$ cat config.mk
export PLATFORM = sky130hd
export DESIGN_NAME = warp_sync_fifo
export DESIGN_NICKNAME = d
export VERILOG_FILES = /design/src/rtl/warp_sync_fifo.sv
export SDC_FILE = /design/constraint.sdc
export NUM_CORES = 1
export LEC_CHECK = 0
export ABC_AREA = 1
export CAP_MARGIN = 20
export CORE_MARGIN = 2
export CORE_UTILIZATION = 50
export DETAILED_ROUTE_END_ITERATION = 12
export PLACE_DENSITY = 0.73
export SLEW_MARGIN = 10
export SYNTH_ARGS = -nofsm -noshare
export SYNTH_HDL_FRONTEND = slang
export SYNTH_SLANG_ARGS = --single-unit
$ cat constraint.sdc
create_clock -name clk -period 4.75 [get_ports clk]
set_clock_uncertainty 0.15 [all_clocks]
set_input_delay 0.475 -clock clk [delete_from_list [all_inputs] [get_ports clk]]
set_output_delay 0.475 -clock clk [all_outputs]
set_load 0.02 [all_outputs]
$ cat src/rtl/warp_sync_fifo.sv
// Synchronous show-ahead FIFO with synchronous active-high reset.
// Push while full and pop while empty are ignored.
module warp_sync_fifo #(
   parameter int unsigned WIDTH = 8,
   parameter int unsigned DEPTH = 4
) (
   input  logic             clk,
   input  logic             rst,
   input  logic             push,
   input  logic [WIDTH-1:0] din,
   input  logic             pop,
   output logic [WIDTH-1:0] dout,
   output logic             full,
   output logic             empty
);

   localparam int unsigned AW = (DEPTH > 1) ? $clog2(DEPTH) : 1;
   localparam int unsigned CW = $clog2(DEPTH + 1);

   logic [WIDTH-1:0] mem [0:(1<<AW)-1];
   logic [AW-1:0]    wr_ptr;
   logic [AW-1:0]    rd_ptr;
   logic [CW-1:0]    count;
   logic             do_push;
   logic             do_pop;

   assign do_push = push && !full;
   assign do_pop  = pop && !empty;
   assign full    = (count == CW'(DEPTH));
   assign empty   = (count == '0);
   assign dout    = mem[rd_ptr];

   always_ff @(posedge clk) begin
      if (rst) begin
         wr_ptr <= '0;
         rd_ptr <= '0;
         count  <= '0;
      end else begin
         if (do_push) wr_ptr <= wr_ptr + AW'(1);
         if (do_pop)  rd_ptr <= rd_ptr + AW'(1);
         if (do_push && !do_pop)      count <= count + CW'(1);
         else if (!do_push && do_pop) count <= count - CW'(1);
      end
   end

   always_ff @(posedge clk) begin
      if (do_push) mem[wr_ptr] <= din;
   end

endmodule

# == Yosys cells after proc, flatten, opt, wreduce, memory -nomap -nowiden ==
# Memories as Yosys holds them, arrays and structs flattened. A register that Yosys moved wholly into a read port is not among the register bits.
# Index checks and enable logic that the tools add are counted.
# word_totals
ff_bits,7
latch_bits,0
ram_bits,32
mem_bits_ro,0
in_bits,12
out_inout_bits,10
mem_count,1
# mem_list
name,depth,width,rd,rd_clocked_by_memory_dff,wr,line_no,rtl
mem,4,8,1,1,1,20,logic [WIDTH-1:0] mem [0:(1<<AW)-1];
# classes
addsub,4
mul,0
div,0
magnitude_cmp,0
n_eq_ne,1
shift,0
muxes,6
bitwise,0
reduce_logical,10
# op_table
operator,count
$mux W3,2
$add A2 B1 Y2 const B,2
$logic_and A1 B1 Y1,4
$logic_not A1 Y1,4
$mux W2,2
$add A3 B1 Y3 const B,1
$eq A3 B3 Y1 const B,1
$logic_not A3 Y1,1
$sub A3 B1 Y3 const B,1
$mux W1,2
$reduce_bool A2 Y1,1

# == Logic depth before layout (Yosys ltp) ==
# Gate-level depths: netlist of run 1.
# logic_depth
word_depth,7
ltp_mapped,13
mapped_depth_nobuf,13

# == Least setup slack after synthesis of run 1 ==
# Ideal clock, no wire load.
# synth_path
kind,register to register
from,reg count[0]
to,reg count[2]
setup_ps,113
arrival_ps,1580
t_required_ps,4487
path_slack_ps,2907
stages_incl_launch_ff,14
path_buffers,0
period_less_slack_ps,1843
path_cell_list,dfxtp_1 -> nor2_1 -> nand2_1 -> nand2_2 -> inv_1 -> ha_1 -> inv_1 -> fa_1 -> inv_1 -> nand2_1 -> nand3_1 -> nand2_1 -> nand2_1 -> nor2_1
# synth_via
elab_chain_len,6
word_cells_on_any_way,15
classes_between,add/sub (2); eq/ne (1); mux (2); reduce/logical (10)
# synth_rtl
element,line_no,rtl
"start, declared",23,logic [CW-1:0] count;
"start signal, assigned",41,if (do_push && !do_pop) count <= count + CW'(1);
"start signal, assigned",42,else if (!do_push && do_pop) count <= count - CW'(1);
$eq A3 B3 Y1 (*),29,assign full = (count == CW'(DEPTH));
$logic_not A1 Y1 (*),27,assign do_push = push && !full;
$logic_and A1 B1 Y1 (*),27,
named net do_push,24,logic do_push;
$logic_not A1 Y1,42,
$logic_and A1 B1 Y1,42,
$reduce_bool A2 Y1 (no line),-,
# Mark *: on every way through the listed nets, which the timed path passes. The rest lies on a longest branch. The select of a mux whose other input is x is not followed.
# A chain may end at the register's enable or synchronous reset.

==> results.md, run 1 <==
* Status: complete, no violations
* Post-cts sizing count at 0
* Mux share of post-synthesis cell area at 0%
* Switching Share at 34.0%
* Flop pwr share at 47.1%
* Clock slew at reported path FFs at 0.10 ns
* R2r startpoint: count[1]
* Final Critical Period at 2.79 ns
* Hold path cells at 2
* GRT Overall Usage at 16.7%
* Reg2Reg Depth at 9
* Syn_nets at 164
* Avg Cell Area, Syn at 11.5 um^2
* Routability cong. at 0.747
* Vias in the first global route at 1026
* Port Buffers at 21
* Crit Path Max Fanout at 17
* Largest family of logic cells by synthesized area: simple AND/OR/NAND/NOR gates
* Die Area at 3850 um^2
* Post-synthesis compound-gate area fraction at 9.58%
* Slew Viols, Final at 0
* Cell count after placement at 211
* Post-DP HPWL at 2000 um
* Switching Power at 0.346 mW
* Via count at 1075
* CTS H-Tree Depth at 2
* Final setup fails at 0
* Max-Cap Viols at 0
* Cell Count, Final, Fillers Out at 219
* R2R Setup Slk at 2.69 ns
* CP cell instances: inv_2 -> o21ai_0 -> o22ai_1 -> clkdlybuf4s50_1
* Setup bufs post-CTS at 0
* Peak Freq at 359 MHz
* Post-synthesis xor/xnor area fraction at 0.520%
* Cell internal pwr at 0.672 mW
* Maximum vdd drop at 0.299 mV
* Final #Nets at 190
* Hold buffers post-CTS at 0
* Count of cell types in the netlist at 18
* Clk sinks at 41
* CTS tree: yes
* Layout cells sized above 1 at 8.09%
* Worst Hold Endpoint: rd_ptr[1]
* Critical-path top delay cell: dfxtp_1
* Worst R2R End: count[1]
* Deepest clock path buffer count at 2
* Worst Hold Class: reg2reg
* Drt initial violations at 40
* Die Span X at 62.1 um
* Unrepaired setup endpoints after global routing: no
* Pwr/cell area at 509 nW/um^2
* Clock latency on the worst-skew pair at 0.34 ns
* Sequential-to-total area share from yosys stat at 67.7%
* Slew margin rel. at 46.2%
* Pin count of the biggest net entering global routing at 18
* Post-DRT Antenna Nets at 0
* Clock network power share at 18.7%
* Logic pwr share at 34.2%
* Num CTS Buffers at 5
* Syn Std Cell Area at 1690 um^2
* Setup ws final at 1.96 ns
* N_diodes at 0
* Pre-antenna DRT Iters at 4
* DRC at 0
* Drt via density at 4.91
* Critical Path AT at 2.16 ns
* Ys Warns at 0
* # rows at 21
* CP startpoint kind: flop
* I/O pin count at 22
* Min Hold Slack at 0.368 ns
* DR WL/cell at 12.9 um
* Initial antenna violation count at 0
* Critical path class: reg2out
* Max incr delay on CP at 0.70 ns
* Setup TNS at 0 ns
* Core Util, Final at 60.9%
* DRT Wirelength at 2830 um
* Die height at 62.1 um
* Simple-Gate Fraction of Synth Area at 12.0%
* Flop and latch count out of synthesis at 41
* Worst hold start: rd_ptr[1]
* Final Cycle Share at 58.6%
* Root Buffer Master: clkbuf_4
* Adder-cell share of the synthesized area at 4.90%
* Hold Fails Final Rpt at 0
* LEAKAGE at 0.751 nW
* Post-synthesis cell count at 146
* P&R area growth vs syn at 18.7%
* Nature of the critical path endpoint: output port
* First-pass GRT wire length at 4420 um
* Core Region at 3280 um^2
* Post-Place Worst Slack at 2.31 ns
* GRT overflow at 0
* Starting Density at 51.3%
* Slew at the pin with the worst max-slew slack at 0.803 ns
* Worst endpoint required time at 4.12 ns
-- placed cells by master, fill, tap and decap left out --
master / instances
nor2_1: 30
inv_1: 17
nand2_2: 2
nand3b_1: 1
dfxtp_1: 9
ha_1: 5
xor2_1: 1
a21oi_1: 3
o21ai_2: 3
clkinv_2: 1
inv_2: 1
o21ai_1: 1
clkdlybuf4s50_1: 21
nand2_1: 13
fa_1: 1
clkbuf_4: 5
edfxtp_1: 32
nand3_1: 4
o21ai_0: 13
o22ai_1: 8
clkbuf_8: 2
-- synth_stat cells, drive strengths merged --
cell type  count  area [um^2]
a21oi          3         15.0
o21ai         17         96.3
o22ai          8         50.1
xor2           1         8.76
dfxtp          9          180
nand2         15         61.3
fa             1         20.0
inv           18         67.6
ha             5         62.6
buf            2         22.5
nand3b         1         7.51
edfxtp        32          961
nand3          4         20.0
nor2          30          113
-- power by group through the flow --
stage	sequential [mW]	clock [mW]	combinational, mW
detailed placement	0.489	0	0.351
floorplan	0.472	0	0.236
CTS	0.480	0.195	0.352
global route	0.487	0.205	0.391
finish	0.480	0.190	0.348
global placement	0.484	0	0.336
-- metrics by stage --
stage               power (mW)  area [um^2]
global route              1.08         2000
floorplan                0.708         1690
finish                    1.02         2000
global placement         0.820         1930
CTS                       1.03         2000
detailed placement       0.839         1930
-- worst max-delay path by stage --
stage,slack (ns),cells after the start,to
after global routing,1.82,4,dout[5]
final,1.96,4,dout[4]
after CTS,1.95,4,dout[4]
after global placement,2.37,12,count[2]
after detailed placement,2.31,12,count[2]
after floorplan,2.91,13,count[2]
-- final cells by class --
cell class / count / area, um^2
Clock buffer: 7 / 65.1
Sequential cell: 41 / 1140
Fill cell: 272 / 1280
Tap cell: 46 / 57.6
Multi-Input combinational cell: 85 / 454
Timing Repair Buffer: 21 / 210
Inverter: 18 / 67.6
Clock inverter: 1 / 5.00
-- flip-flops by register name, summed over array words and instances (netlist names), named ones only --
register,count
mem,32
count,3
wr_ptr,2
rd_ptr,2
-- critical path, delay by kind of cell (launching register included) --
kind	cells	cell delay, ns
buffers and inverters	2	0.80
DFF	1	0.70
AOI/OAI and AO/OA	2	0.32
-- kinds of logic after synthesis --
group	after synthesis
compound gates	28
xor+xnor	1
fa+ha+maj	6
buf+inv	20
flops	41
simple gates	50
-- routing by layer --
metal | vias up | part of all wire (%) | track usage (%)
li1 | 552 | - | -
met1 | 496 | 40 | 17.6
met2 | 22 | 54 | 31.0
met3 | 5 | 4.3 | 3.73
met4 | 0 | 2.0 | 8.21
met5 | - | 0 | 0
Power figures use the tool's default switching activity.
==> inputs of run 2 (changes only) <==
==> constraint.sdc (replaced) <==
create_clock -name clk -period 2.6 [get_ports clk]
set_clock_uncertainty 0.15 [all_clocks]
set_input_delay 0.26 -clock clk [delete_from_list [all_inputs] [get_ports clk]]
set_output_delay 0.26 -clock clk [all_outputs]
set_load 0.02 [all_outputs]
==> run 2 against run 1 <==
Net effect:
- clock-buffer cell count is 1 lower
- largest power group unchanged
- critical endpoint is now dout[5]
- global-route usage up 1.2 points
- setup slack got worse by 1.8 ns
- highest routed layer unchanged
- combinational power rose by 95%
- critical path depth unchanged
- critical path type unchanged
==> results.md, run 2 (same netlist as run 1, synthesis figures left out) <==
* Setup ws final at 0.211 ns (-1.75 ns)
* Flop pwr share at 47.3% (+0.2 points)
* LEAKAGE at 0.769 nW (+2.3%)
* Port Buffers at 21 (unchanged)
* R2r startpoint: count[0]
* Final #Nets at 195 (+2.6%)
* Clock latency on the worst-skew pair at 0.33 ns (about the same)
* Die height at 62.1 um (unchanged)
* Max-Cap Viols at 0 (unchanged)
* Worst R2R End: count[2]
* M2 GR Usage at 35.1% (+4.2 points)
* Core Util, Final at 61.5% (+0.61 points)
* Buf/Inv on CP at 2 (unchanged)
* Via count at 1136 (+5.7%)
* Initial antenna violation count at 0 (unchanged)
* Worst setup endpoint: dout[5]
* Drt initial violations at 66 (+65%)
* Post-DP HPWL at 2230 um (+11%)
* Critical Path AT at 1.98 ns (-0.18 ns)
* R2R Setup Slk at 0.50 ns (-2.19 ns)
* Biggest regs: mem x32, count x3
* Maximum vdd drop at 0.476 mV (+59%)
* Slew margin rel. at 78.8% (+33 points)
* Commonest non-fill, non-tap cell in the layout: edfxtp_1
* Max reg flops at 32 (unchanged)
* # rows at 21 (unchanged)
* Vias in the first global route at 1149 (+12%)
* Hold path cells at 2 (unchanged)
* Setup TNS at 0 ns (unchanged)
* Top Family by Delay on Critical Path: buffers and inverters
* CTS H-Tree Depth at 2 (unchanged)
* DRT Wirelength at 3070 um (+8.6%)
* GR Util met3 at 3.73% (unchanged)
* Num CTS Buffers at 5 (unchanged)
* Critical-path top delay cell: clkdlybuf4s50_1
* Final Cycle Share at 91.9%
* P&R area growth vs syn at 19.9%
* Switching Share at 35.1% (+1.1 points)
* Hold Fails Final Rpt at 0 (unchanged)
* Switching Power at 0.646 mW (+87%)
* Clk sinks at 41 (unchanged)
* N_diodes at 0 (unchanged)
* Critical Path Stages at 4 (unchanged)
* Busiest layer in global routing: met2
* Worst hold start: rd_ptr[0]
* Crit Path Max Fanout at 9 (-8)
* Worst Hold Class: reg2reg
* First-pass GRT wire length at 4810 um (+8.9%)
* CP cell instances: inv_1 -> o21ai_0 -> o22ai_1 -> clkdlybuf4s50_1
* Post-Place Worst Slack at 0.356 ns (-1.95 ns)
* Clock slew at reported path FFs at 0.10 ns (about the same)
* Die Span X at 62.1 um (unchanged)
* I/O pin count at 22 (unchanged)
* CP startpoint kind: flop
* Clock network power share at 15.8% (-2.9 points)
* DRC at 0 (unchanged)
* Drt via density at 5.07 (+3.3%)
* Max incr delay on CP at 0.64 ns (-0.06 ns)
* GRT overflow at 0 (unchanged)
* Nature of the critical path endpoint: output port
* Pre-antenna DRT Iters at 4 (unchanged)
* Min Hold Slack at 0.368 ns (-0.000779 ns)
* Reg2Reg Depth at 13 (+4)
* DR WL/cell at 13.7 um (+6.2%)
* Layout cells sized above 1 at 10.7% (+2.6 points)
* Commonest cells after routing, fill and taps aside: edfxtp_1 (32), nor2_1 (30), clkdlybuf4s50_1 (21)
* Peak Freq at 419 MHz
* Slew Viols, Final at 0 (unchanged)
* Pwr/cell area at 911 nW/um^2 (+79%)
* Met1 Use GR at 17.6% (about the same)
* Slew at the pin with the worst max-slew slack at 0.318 ns (-0.485 ns)
* Unrepaired setup endpoints after global routing: no
* Biggest register: mem
* Final setup fails at 0 (unchanged)
* Root Buffer Master: clkbuf_4
* Deepest clock path buffer count at 2 (unchanged)
* Cell internal pwr at 1.20 mW (+78%)
* Core Region at 3280 um^2 (unchanged)
* Pin count of the biggest net entering global routing at 17 (-1)
* Logic pwr share at 36.9% (+2.7 points)
* GRT Overall Usage at 17.9% (+1.2 points)
* Final Critical Period at 2.39 ns
* Status: complete, no violations
* Critical path class: reg2out
* Die Area at 3850 um^2 (unchanged)
* CTS tree: yes
* Post-DRT Antenna Nets at 0 (unchanged)
* Routability cong. at 0.740 (-0.95%)
* Starting Density at 51.3% (unchanged)
* Worst endpoint required time at 2.19 ns (-1.93 ns)
* Hold buffers post-CTS at 0 (unchanged)
run 2: cell count changes in the layout (fill, tap and decap cells not counted):
cell,delta
buf_4,+5
clkbuf_8,-2
clkbuf_1,+1
clkinv_2,+1
dfxtp_1,-1
dfxtp_2,+1
run 2: final cells by class:
cell class,instances,area [um^2]
timing repair buffer,26,248
multi-input combinational,85,454
inverter,18,67.6
fill,285,1260
clock inverter,2,10.0
clock buffer,6,41.3
tap,46,57.6
sequential,41,1140
run 2: worst reg2reg max path, cell delays in order, from the launching register on:
cell and delay (ns):
dfxtp_1 0.42, nor2_1 0.08, nand2_1 0.14, nand2_2 0.10, inv_1 0.11, ha_1 0.19
inv_1 0.08, fa_1 0.39, inv_1 0.07, nand2_1 0.05, nand3_1 0.08, nand2_1 0.06
nand2_1 0.05, nor2_1 0.04
run 2: worst min-delay path by stage:
stage / endpoint / slack, ns
after CTS: rd_ptr[0] / 0.37
after floorplan: flop / 0.18
after global routing: flop / 0.39
after detailed placement: rd_ptr[0] / 0.36
final: flop / 0.37
after global placement: rd_ptr[1] / 0.33
run 2: per-layer routing:
layer	up-vias	routed length (um)
li1	560	-
met1	550	1220
met2	22	1690
met3	4	122
met4	0	38
met5	-	0
run 2: timing repair:
action                                  CTS  global route
endpoints found under the setup margin    0             2
setup buffers                             0             0
gates resized for setup                   0             1
endpoints found under the hold margin     0             0
run 2: power groups by stage:
stage	Sequential (mW)	Clock, mW	Combinational, mW
floorplan	0.863	0	0.431
global placement	0.877	0	0.649
detailed placement	0.885	0	0.685
CTS	0.869	0.299	0.688
global route	0.882	0.323	0.757
finish	0.870	0.292	0.680
run 2: through the flow:
stage          cells  total power [mW]  cell area, um^2
2_1_floorplan    146              1.29             1690
3_3_place_gp     216              1.53             1970
3_5_place_dp     216              1.57             1970
4_1_cts          224              1.86             2020
5_1_grt          224              1.96             2020
6_report         224              1.84             2020
==> inputs of run 3 (changes only) <==
--- a/config.mk
+++ b/config.mk
@@ -6,10 +6,9 @@
 export NUM_CORES = 1
 export LEC_CHECK = 0
 export ABC_AREA = 1
-export CAP_MARGIN = 20
-export CORE_MARGIN = 2
 export CORE_UTILIZATION = 50
 export DETAILED_ROUTE_END_ITERATION = 12
+export HOLD_SLACK_MARGIN = 0.02
 export PLACE_DENSITY = 0.73
 export SLEW_MARGIN = 10
 export SYNTH_ARGS = -nofsm -noshare
==> run 3 against run 2 <==
Net effect:
- non-clock buffer count unchanged
- first-iteration DRC count decreased by 45%
- sequential share of layout area decreased by 0.20 points
- via count decreased by 1.3%
- fmax decreased by 1.0%
- clock-buffer cell count unchanged
- clock power increased by 7.9%
- wire length decreased by 5.5%
- final cell count decreased by 0.89%
- power increased by 0.81%
==> results.md, run 3 (same netlist as run 1, synthesis figures left out) <==
* Pre-antenna DRT Iters at 3 (-1)
* Cell Count, Final, Fillers Out at 222 (-0.89%)
* Commonest non-fill, non-tap cell in the layout: edfxtp_1
* Logic pwr share at 36.6% (-0.3 points)
* Critical Path AT at 2.00 ns (+0.02 ns)
* Post-cts sizing count at 0 (unchanged)
* CTS tree: yes
* Slew margin rel. at 78.2% (-0.62 points)
* Switching Power at 0.638 mW (-1.3%)
* Clock network power share at 17.0% (+1.2 points)
* DRT Wirelength at 2900 um (-5.5%)
* R2r startpoint: count[0]
* P&R area growth vs syn at 20.2%
* Core Util, Final at 64.8% (+3.2 points)
* Final Critical Period at 2.41 ns (+0.0247 ns)
* Maximum vdd drop at 0.395 mV (-17%)
* Final setup fails at 0 (unchanged)
* Crit Path Max Fanout at 9 (unchanged)
* Slew at the pin with the worst max-slew slack at 0.327 ns (+0.00929 ns)
* Clock latency on the worst-skew pair at 0.33 ns (about the same)
* Met3 wire len at 112 um (-8.2%)
* Setup TNS at 0 ns (unchanged)
* Slew Viols, Final at 0 (unchanged)
* Hold Fails Final Rpt at 0 (unchanged)
* Biggest register: mem
* Reg2Reg Depth at 13 (unchanged)
* R2R Setup Slk at 0.53 ns (+0.03 ns)
* Deepest clock path buffer count at 2 (unchanged)
* Drt via density at 5.05 (-0.43%)
* Max reg flops at 32 (unchanged)
* Core Region at 3130 um^2 (-4.8%)
* CP startpoint kind: flop
* Post-DP HPWL at 2050 um (-7.9%)
* WL met2 at 1560 um (-8.0%)
* GRT overflow at 0 (unchanged)
* Final Cycle Share at 92.8% (+0.95 points)
* Via count at 1121 (-1.3%)
* Starting Density at 53.9% (+2.6 points)
* Post-DRT Antenna Nets at 0 (unchanged)
* Setup ws final at 0.186 ns (-0.0247 ns)
* GRT Overall Usage at 19.0% (+1.0 points)
* DR WL/cell at 13.1 um (-4.6%)
* Clock slew at reported path FFs at 0.11 ns (about the same)
* I/O pin count at 22 (unchanged)
* Port Buffers at 21 (unchanged)
* Num CTS Buffers at 5 (unchanged)
* LEAKAGE at 0.772 nW (+0.43%)
* Initial antenna violation count at 0 (unchanged)
* Vias in the first global route at 1114 (-3.0%)
* Critical path class: reg2out
* Worst Hold Endpoint: rd_ptr[0]
* Cell count after placement at 214 (-0.93%)
* Nature of the critical path endpoint: output port
* Worst R2R End: count[2]
* Layout fillers at 240 (-16%)
* Routability cong. at 0.785 (+6.0%)
* Hold path cells at 2 (unchanged)
* N_diodes at 0 (unchanged)
* Cell internal pwr at 1.22 mW (+1.9%)
* Biggest regs: mem x32, count x3
* # rows at 20 (-4.8%)
* Switching Share at 34.4% (-0.73 points)
* Pin count of the biggest net entering global routing at 17 (unchanged)
* Max layer used: met4
* Unrepaired setup endpoints after global routing: no
* Die Area at 3610 um^2 (-6.3%)
* CTS H-Tree Depth at 2 (unchanged)
* Peak Freq at 414 MHz (-1.0%)
* Setup bufs post-CTS at 0 (unchanged)
* M1 wire length at 1170 um (-3.9%)
* Commonest cells after routing, fill and taps aside: edfxtp_1 (32), nor2_1 (30), clkdlybuf4s50_1 (21)
* Status: complete, no violations
* Clk sinks at 41 (unchanged)
* Flop pwr share at 46.5% (-0.8 points)
* Worst hold start: rd_ptr[0]
* First-pass GRT wire length at 4660 um (-3.0%)
* Die height at 60.1 um (-3.2%)
* Drt initial violations at 36 (-45%)
* Worst endpoint required time at 2.19 ns (about the same)
* Layout cells sized above 1 at 10.1% (-0.56 points)
* Hold buffers post-CTS at 0 (unchanged)
* Root Buffer Master: clkbuf_4
* Post-Place Worst Slack at 0.339 ns (-0.0171 ns)
* Pwr/cell area at 916 nW/um^2 (+0.56%)
* DRC at 0 (unchanged)
* Worst Hold Class: reg2reg
* Final #Nets at 195 (unchanged)
* Die Span X at 60.1 um (-3.2%)
* Max-Cap Viols at 0 (unchanged)
run 3: changes by cell type in the layout (fill, tap and decap cells not counted):
cell and delta:
clkinv_1 +1, clkinv_2 -1, dfxtp_2 -1, clkbuf_8 +1
clkbuf_1 -1, dfxtp_1 +1
run 3: final cells by class:
cell class	instances	area (um^2)	share of cell area, %
repair buffers	26	248	12.2
multi-input cells	85	454	22.4
well taps	44	55.1	2.72
clock buffers	6	51.3	2.53
flip-flops and latches	41	1140	56.3
inverters	18	67.6	3.34
clock inverters	2	8.76	0.432
run 3: power by group through the flow:
stage | Clock, mW | Sequential (mW) | Combinational [mW]
after detailed placement | 0 | 0.880 | 0.684
after global placement | 0 | 0.876 | 0.651
after global routing | 0.348 | 0.876 | 0.753
after CTS | 0.322 | 0.866 | 0.687
final | 0.315 | 0.863 | 0.679
after floorplan | 0 | 0.863 | 0.431
run 3: critical path: stages, from the launching register on:
cell and delay (ns):
dfxtp_1 0.42, inv_1 0.29, o21ai_0 0.16, o22ai_1 0.16, clkdlybuf4s50_1 0.63
run 3: worst max path at each step:
stage                     startpoint        to  slack (ns)  depth (start not counted)
after floorplan             count[0]  count[2]        0.76                         13
after global placement          push  count[2]        0.48                         12
after global routing            flop   dout[2]        0.05                          4
after CTS                       flop   dout[7]        0.16                          4
final                           flop   dout[3]        0.19                          4
after detailed placement        push  count[2]        0.34                         12
run 3: stage by stage:
step                      hold slack (ns)  cell area (um^2)  total power, mW
final                               0.357              2030             1.86
after global routing                0.375              2030             1.98
after CTS                           0.359              2030             1.87
after detailed placement            0.345              1970             1.56
after global placement              0.335              1970             1.53
after floorplan                     0.179              1690             1.29
run 3: routing by layer:
layer | global-route usage [%] | vias up
li1 | - | 556
met1 | 19.1 | 535
met2 | 34.4 | 23
met3 | 4.33 | 7
met4 | 12.6 | 0
met5 | 0 | -
